<file path="src/rtl/dm_arbiter_pkg.sv">
// Shared types and constants for the two-requester data-memory arbiter.
package dm_arb_pkg;

    localparam int unsigned MEM_BYTES_DEF = 128;
    localparam int unsigned NREQ = 2;
    localparam logic [31:0] WORD_ALIGN_MASK = 32'h0000_0003;

    typedef enum logic [1:0] {
        IDLE   = 2'd0,
        ACCESS = 2'd1,
        RESP   = 2'd2
    } state_t;

    typedef struct packed {
        logic        we;
        logic [31:0] addr;
        logic [31:0] wdata;
        logic        gnt_idx;
    } req_t;

    // A word access is legal when aligned and the whole word fits inside memory.
    function automatic logic word_addr_legal(input logic [31:0] addr,
                                             input logic [31:0] mem_bytes);
        return ((addr & WORD_ALIGN_MASK) == 32'd0) && (addr <= (mem_bytes - 32'd4));
    endfunction

endpackage

</file>
<file path="src/rtl/dm_arbiter_if.sv">
// Request/response and memory-side signal bundle of the data-memory arbiter.
interface dm_arbiter_if;
    import dm_arb_pkg::*;

    logic [NREQ-1:0]    req_valid_i;
    logic [NREQ-1:0]    req_ready_o;
    logic [NREQ-1:0]    req_we_i;
    logic [NREQ*32-1:0] req_addr_i;
    logic [NREQ*32-1:0] req_wdata_i;
    logic [NREQ-1:0]    rsp_valid_o;
    logic [31:0]        rsp_rdata_o;
    logic               rsp_err_o;
    logic [31:0]        mem_addr_o;
    logic [31:0]        mem_data_o;
    logic               mem_read_o;
    logic               mem_write_o;
    logic [31:0]        mem_data_i;

    modport slave (
        input  req_valid_i, req_we_i, req_addr_i, req_wdata_i, mem_data_i,
        output req_ready_o, rsp_valid_o, rsp_rdata_o, rsp_err_o,
        output mem_addr_o, mem_data_o, mem_read_o, mem_write_o
    );

    modport master (
        output req_valid_i, req_we_i, req_addr_i, req_wdata_i, mem_data_i,
        input  req_ready_o, rsp_valid_o, rsp_rdata_o, rsp_err_o,
        input  mem_addr_o, mem_data_o, mem_read_o, mem_write_o
    );

endinterface

</file>
<file path="src/rtl/dm_arbiter_rr_arb2.sv">
// Combinational two-way round-robin pick; prio names the winner on a tie.
module rr_arb2 (
    input  logic [1:0] valid,
    input  logic       prio,
    output logic [1:0] gnt,
    output logic       gnt_idx
);

    always_comb begin
        gnt_idx = 1'b0;
        if (valid == 2'b11) begin
            gnt_idx = prio;
        end else if (valid[1]) begin
            gnt_idx = 1'b1;
        end
    end

    generate
        for (genvar gi = 0; gi < 2; gi++) begin : g_onehot
            assign gnt[gi] = (valid != 2'b00) && (gnt_idx == 1'(gi));
        end
    endgenerate

endmodule

</file>
<file path="src/rtl/dm_arbiter.sv">
// Round-robin arbiter and one-word-at-a-time sequencer in front of the data memory.
module dm_arbiter
    import dm_arb_pkg::*;
#(
    parameter int unsigned MEM_BYTES = MEM_BYTES_DEF
) (
    input  logic          clk_i,
    input  logic          rst_i,
    dm_arbiter_if.slave   bus
);

    state_t            state_reg;
    state_t            state_next;
    logic              prio_reg;
    req_t              req_reg;
    logic [31:0]       rdata_reg;
    logic              err_reg;

    logic [31:0]       addr_arr  [NREQ];
    logic [31:0]       wdata_arr [NREQ];
    logic [NREQ-1:0]   arb_gnt;
    logic              arb_idx;
    logic              handshake;
    logic [31:0]       sel_addr;
    logic              sel_legal;

    logic [NREQ-1:0]   req_ready;
    logic [NREQ-1:0]   rsp_valid;
    logic [31:0]       rsp_rdata;
    logic              rsp_err;
    logic [31:0]       mem_addr;
    logic [31:0]       mem_data;
    logic              mem_read;
    logic              mem_write;

    generate
        for (genvar gi = 0; gi < NREQ; gi++) begin : g_unpack
            assign addr_arr[gi]  = bus.req_addr_i[gi*32 +: 32];
            assign wdata_arr[gi] = bus.req_wdata_i[gi*32 +: 32];
        end
    endgenerate

    rr_arb2 u_rr_arb2 (
        .valid   (bus.req_valid_i),
        .prio    (prio_reg),
        .gnt     (arb_gnt),
        .gnt_idx (arb_idx)
    );

    assign sel_addr  = addr_arr[arb_idx];
    // Judged on the value being latched, so the FSM can branch on the accept edge.
    assign sel_legal = word_addr_legal(sel_addr, 32'(MEM_BYTES));
    assign handshake = (state_reg == IDLE) && (bus.req_valid_i != '0) && !rst_i;

    always_ff @(posedge clk_i) begin
        if (rst_i) begin
            state_reg <= IDLE;
        end else begin
            state_reg <= state_next;
        end
    end

    always_comb begin
        state_next = state_reg;
        case (state_reg)
            IDLE: begin
                if (handshake) begin
                    state_next = sel_legal ? ACCESS : RESP;
                end
            end
            ACCESS:  state_next = RESP;
            RESP:    state_next = IDLE;
            default: state_next = IDLE;
        endcase
    end

    always_ff @(posedge clk_i) begin
        if (rst_i) begin
            prio_reg  <= 1'b0;
            req_reg   <= '0;
            rdata_reg <= '0;
            err_reg   <= 1'b0;
        end else if (handshake) begin
            prio_reg      <= ~arb_idx;
            req_reg.we    <= bus.req_we_i[arb_idx];
            req_reg.addr  <= sel_addr;
            req_reg.wdata <= wdata_arr[arb_idx];
            req_reg.gnt_idx <= arb_idx;
            rdata_reg     <= '0;
            err_reg       <= ~sel_legal;
        end else if ((state_reg == ACCESS) && !req_reg.we) begin
            rdata_reg <= bus.mem_data_i;
        end
    end

    // Strobes, ready and the response pulse are all masked while reset is held.
    always_comb begin
        req_ready = '0;
        rsp_valid = '0;
        rsp_rdata = '0;
        rsp_err   = 1'b0;
        mem_addr  = '0;
        mem_data  = '0;
        mem_read  = 1'b0;
        mem_write = 1'b0;
        case (state_reg)
            IDLE: begin
                req_ready = arb_gnt & {NREQ{~rst_i}};
            end
            ACCESS: begin
                mem_addr  = req_reg.addr;
                mem_read  = ~req_reg.we & ~rst_i;
                mem_write = req_reg.we & ~rst_i;
                mem_data  = req_reg.we ? req_reg.wdata : 32'd0;
            end
            RESP: begin
                rsp_valid[req_reg.gnt_idx] = ~rst_i;
                rsp_rdata = rdata_reg;
                rsp_err   = err_reg;
            end
            default: begin
                req_ready = '0;
            end
        endcase
    end

    assign bus.req_ready_o = req_ready;
    assign bus.rsp_valid_o = rsp_valid;
    assign bus.rsp_rdata_o = rsp_rdata;
    assign bus.rsp_err_o   = rsp_err;
    assign bus.mem_addr_o  = mem_addr;
    assign bus.mem_data_o  = mem_data;
    assign bus.mem_read_o  = mem_read;
    assign bus.mem_write_o = mem_write;

endmodule

</file>
<file path="src/flat_wrapper.sv">
// flat-port wrapper written by rule: the top's interface ports become plain ports
module dm_arbiter_flat import dm_arb_pkg::*;
#(
    parameter int unsigned MEM_BYTES = MEM_BYTES_DEF
)
  (clk_i, rst_i, bus_req_valid_i, bus_req_we_i, bus_req_addr_i, bus_req_wdata_i, bus_mem_data_i, bus_req_ready_o, bus_rsp_valid_o, bus_rsp_rdata_o, bus_rsp_err_o, bus_mem_addr_o, bus_mem_data_o, bus_mem_read_o, bus_mem_write_o);
  dm_arbiter_if bus_i ();
  input  logic clk_i;
  input  logic rst_i;
  input wire logic [$bits(bus_i.req_valid_i)-1:0] bus_req_valid_i;
  input wire logic [$bits(bus_i.req_we_i)-1:0] bus_req_we_i;
  input wire logic [$bits(bus_i.req_addr_i)-1:0] bus_req_addr_i;
  input wire logic [$bits(bus_i.req_wdata_i)-1:0] bus_req_wdata_i;
  input wire logic [$bits(bus_i.mem_data_i)-1:0] bus_mem_data_i;
  output wire logic [$bits(bus_i.req_ready_o)-1:0] bus_req_ready_o;
  output wire logic [$bits(bus_i.rsp_valid_o)-1:0] bus_rsp_valid_o;
  output wire logic [$bits(bus_i.rsp_rdata_o)-1:0] bus_rsp_rdata_o;
  output wire logic [$bits(bus_i.rsp_err_o)-1:0] bus_rsp_err_o;
  output wire logic [$bits(bus_i.mem_addr_o)-1:0] bus_mem_addr_o;
  output wire logic [$bits(bus_i.mem_data_o)-1:0] bus_mem_data_o;
  output wire logic [$bits(bus_i.mem_read_o)-1:0] bus_mem_read_o;
  output wire logic [$bits(bus_i.mem_write_o)-1:0] bus_mem_write_o;
  assign bus_i.req_valid_i = bus_req_valid_i;
  assign bus_i.req_we_i = bus_req_we_i;
  assign bus_i.req_addr_i = bus_req_addr_i;
  assign bus_i.req_wdata_i = bus_req_wdata_i;
  assign bus_i.mem_data_i = bus_mem_data_i;
  assign bus_req_ready_o = bus_i.req_ready_o;
  assign bus_rsp_valid_o = bus_i.rsp_valid_o;
  assign bus_rsp_rdata_o = bus_i.rsp_rdata_o;
  assign bus_rsp_err_o = bus_i.rsp_err_o;
  assign bus_mem_addr_o = bus_i.mem_addr_o;
  assign bus_mem_data_o = bus_i.mem_data_o;
  assign bus_mem_read_o = bus_i.mem_read_o;
  assign bus_mem_write_o = bus_i.mem_write_o;
  dm_arbiter #(.MEM_BYTES(MEM_BYTES)) u_core (.clk_i(clk_i), .rst_i(rst_i), .bus(bus_i));
endmodule
</file>
<file path="config.mk">
export PLATFORM = sky130hd
export DESIGN_NAME = dm_arbiter_flat
export DESIGN_NICKNAME = d
export VERILOG_FILES = /design/src/rtl/dm_arbiter_pkg.sv /design/src/rtl/dm_arbiter_if.sv /design/src/rtl/dm_arbiter_rr_arb2.sv /design/src/rtl/dm_arbiter.sv /design/src/flat_wrapper.sv
export SDC_FILE = /design/constraint.sdc
export NUM_CORES = 1
export LEC_CHECK = 0
export BUFFER_PORTS_ARGS = -buffer_cell sky130_fd_sc_hd__buf_2
export CAP_MARGIN = 20
export CORE_ASPECT_RATIO = 1.5
export CORE_MARGIN = 4
export CORE_UTILIZATION = 40
export DETAILED_ROUTE_END_ITERATION = 8
export PLACE_DENSITY = 0.77
export SLEW_MARGIN = 20
export SYNTH_ARGS = -nofsm -noshare
export SYNTH_HDL_FRONTEND = slang
export SYNTH_SLANG_ARGS = --single-unit
</file>
<file path="constraint.sdc">
create_clock -name clk_i -period 1.9 [get_ports clk_i]
set_clock_uncertainty 0.2 [all_clocks]
set_input_delay 0.38 -clock clk_i [delete_from_list [all_inputs] [get_ports clk_i]]
set_output_delay 0.38 -clock clk_i [all_outputs]
set_load 0.01 [all_outputs]
</file>
==> summary.md <==
| Metric | Value |
|---|---|
| HP Class | in -> reg |
| Nature of the critical path startpoint | register |
| Largest stage delay, worst path | 0.34 ns |
| Post-Synthesis Cells | 560 |
| Skew-Pair Late Insertion Delay | 0.34 ns |
| Total via count in the routed design | 5389 |
| Synth unique cells | 33 |
| Pre-CTS setup slack | 0.00109 ns |
| Cell Area, Synth | 4770 sq um |
| Overflow after GRT | 0 |
| GPL Wtd Cong | 0.840 |
| Critical path fanouts, max | 8 |
| Crit path DAT | 1.55 ns |
| Slew headroom | 71.8% |
| I/O pin total | 269 |
| Clock-pin transition on the worst setup and hold timing paths | 0.07 ns |
| Worst Tran Pin Value | 0.423 ns |
| WP data required | 1.32 ns |
| First-pass GRT wire length | 25300 um |
| PortBufs | 268 |
| Cts hold-fix bufs | 0 |
| Yosys warning total | 0 |
| Layout cells sized above 1 | 47.3% |
| Placed wire-length estimate | 11700 um |
| Area Growth Syn to Fin | 56.1% |
| Synthesized flop and latch total | 102 |
| Clock buffer count from CTS | 9 |
| Synth top cells by count | dfxtp_1 (102), nor2_1 (71), nand2_1 (67), and2_1 (65) |
| Die height | 142 um |
| Total power | 5.02 mW |
| Total wire length | 17900 um |
| Core area | 11600 sq um |
| Via/cell ratio | 5.44 |
| Final period util | 112% |
| CP max-delay cell | dfxtp_2 |
| Pin count of the biggest net entering global routing | 49 |
| CTS Buffer Depth | 2 |
| Avg Inst Size Synth | 8.52 sq um |
| Fmax | 0.470 GHz |
| Max-slew violations | 0 |
| Share of the synthesized area in the top cell type | 42.8% |
| Failing checks | setup timing |
| Top FF cell, synth | dfxtp_1 |
| Max reg flops | 66 |
| Crit end category | primary output |
| 1st-pass router iterations | 8 |
| TritonCTS clock tree | built |
| Row count | 48 |
| Leak | 3.60 nW |
| Post-route minimum period | 2.13 ns |
| Fillers | 995 |
| Seq/Total Area, Yosys | 42.8% |
| Vias in the first global route | 5151 |
| Crit-path cells | and2b_4, buf_12, buf_12, and3_1, buf_2 |
| Tot GR Track Use | 22.6% |
| Number of remaining DRC errors | 0 |
| PD cells | 674 nW/um^2 |
| Die area | 13800 sq um |
| ANT nets after route | 0 |
| Run status | finished with violations |
| Initial Util | 41.1% |
| Top cells by area, synth | dfxtp_1 (43%), and2_1 (8.5%), a222oi_1 (6.9%), mux2i_1 (6.9%), nor2_1 (5.6%) |
| Unrepaired setup endpoints after global routing | yes |
| H-tree depth | 3 |
| Layout Nets | 1002 |
| Wire per inst | 18.0 um |
| Most frequent cell after synthesis | dfxtp_1 |
| Fin util | 64.2% |
| CP dominant cell by count | buf_12 |
| Root buf cell | clkbuf_16 |
| Max-cap viol count | 0 |
| DRT iter0 DRCs | 372 |
| Initial antenna violation count | 0 |
| Peak supply drop | 0.422 mV |
| Syn_nets | 726 |
| Hold Vio Cnt, Final | 0 |
| Final WS setup | -0.230 ns |
| EDFF count, synth | 0 |
| Chip width | 97.2 um |
| Cell taking the most area after synthesis | dfxtp_1 |
| CTS sink count | 102 |
| Final setup vio count | 167 |
| N_diodes | 0 |
| Kind of critical path | reg -> out |
| Fraction of registers with async set/reset | 0% |
## cells in the final DEF, fill, tap and decap left out, drive strengths merged, types with 2 or more instances in the layout
cell type	n
clkinv	2
nand2b	2
and3	33
buf	310
nor4	13
a21o	3
a21oi	33
nand2	67
nand4	2
nor2b	2
mux2i	33
dfxtp	102
a222oi	33
inv	6
o21ai	2
nor3	3
a211oi	32
nor2	71
clkbuf	18
and2	65
## power breakdown
part | internal (mW) | leakage (nW) | total, mW | switching [mW]
Combinational | 0.477 | 2.62 | 0.941 | 0.464
Sequential | 2.26 | 0.836 | 2.33 | 0.0663
Clock | 0.940 | 0.141 | 1.75 | 0.814
Total | 3.68 | 3.60 | 5.02 | 1.34
## what timing repair did
| action | 4_1_cts | 5_1_grt |
|---|---|---|
| setup endpoints to repair | 101 | 181 |
| endpoints found under the hold margin | 0 | 0 |
| setup buffers | 6 | 6 |
| pin swaps | 31 | 12 |
| gates cloned | 1 | 11 |
| gates resized for setup | 20 | 78 |
## routing by layer
| metal | vias up | track usage [%] | part of all wire (%) |
|---|---|---|---|
| met4 | 0 | 7.84 | 1.8 |
| met1 | 2520 | 24.9 | 35 |
| met3 | 29 | 5.71 | 7.9 |
| met2 | 287 | 41.7 | 55 |
| met5 | - | 0 | 0 |
| li1 | 2553 | - | - |
## final cells by class
| type | instances | area (sq um) | share of cell area (%) |
|---|---|---|---|
| tap | 150 | 188 | 2.52 |
| timing repair buffer | 317 | 2180 | 29.3 |
| multi-input combinational | 403 | 2730 | 36.7 |
| clock buffer | 11 | 243 | 3.26 |
| inverter | 3 | 11.3 | 0.151 |
| sequential | 102 | 2050 | 27.5 |
| clock inverter | 5 | 40.0 | 0.538 |
## logic make-up (layout without fill, tap and decap cells)
logic type      Yosys count  count (layout)  synth area share (%)
simple gates            262             262                  27.4
buf+inv                  55             336                  5.35
flops                   102             102                  42.8
mux                      33              33                  6.93
compound gates          108             108                  17.5
## path summary, 6_finish.rpt
| check | from | end | slack (ns) | cells past startpoint |
|---|---|---|---|---|
| worst min register to register | u_core.rdata_reg[30]$_SDFFE_PP0P_ | u_core.rdata_reg[30]$_SDFFE_PP0P_ | 0.26 | 2 |
| worst max register to register | u_core.state_reg[0]$_SDFFE_PP0P_ | u_core.req_reg[13]$_SDFFE_PP0P_ | -0.13 | 7 |
| worst max-delay path | u_core.state_reg[1]$_SDFFE_PP0P_ | bus_mem_data_o[11] | -0.23 | 5 |
| worst min-delay path | bus_req_wdata_i[34] | u_core.req_reg[3]$_SDFFE_PP0P_ | 0.08 | 3 |
## stage by stage
stage / std cells / TNS [ns] / area (sq um) / hold slack, ns
after floorplan: 560 / 0 / 4770 / 0.232
after global placement: 952 / 0 / 6400 / 0.237
after detailed placement: 952 / 0 / 6400 / 0.242
after CTS: 975 / -14.52 / 6830 / 0.0639
after global routing: 991 / -24.07 / 7450 / 0.0751
final: 991 / -15.47 / 7450 / 0.0787
## critical path, delay by kind of cell, from the launching register on
kind / cells / cell delay (ns)
flip-flops: 1 / 0.34
AND/OR/NAND/NOR: 2 / 0.46
buffers and inverters: 3 / 0.40
Power figures use the tool's default switching activity.
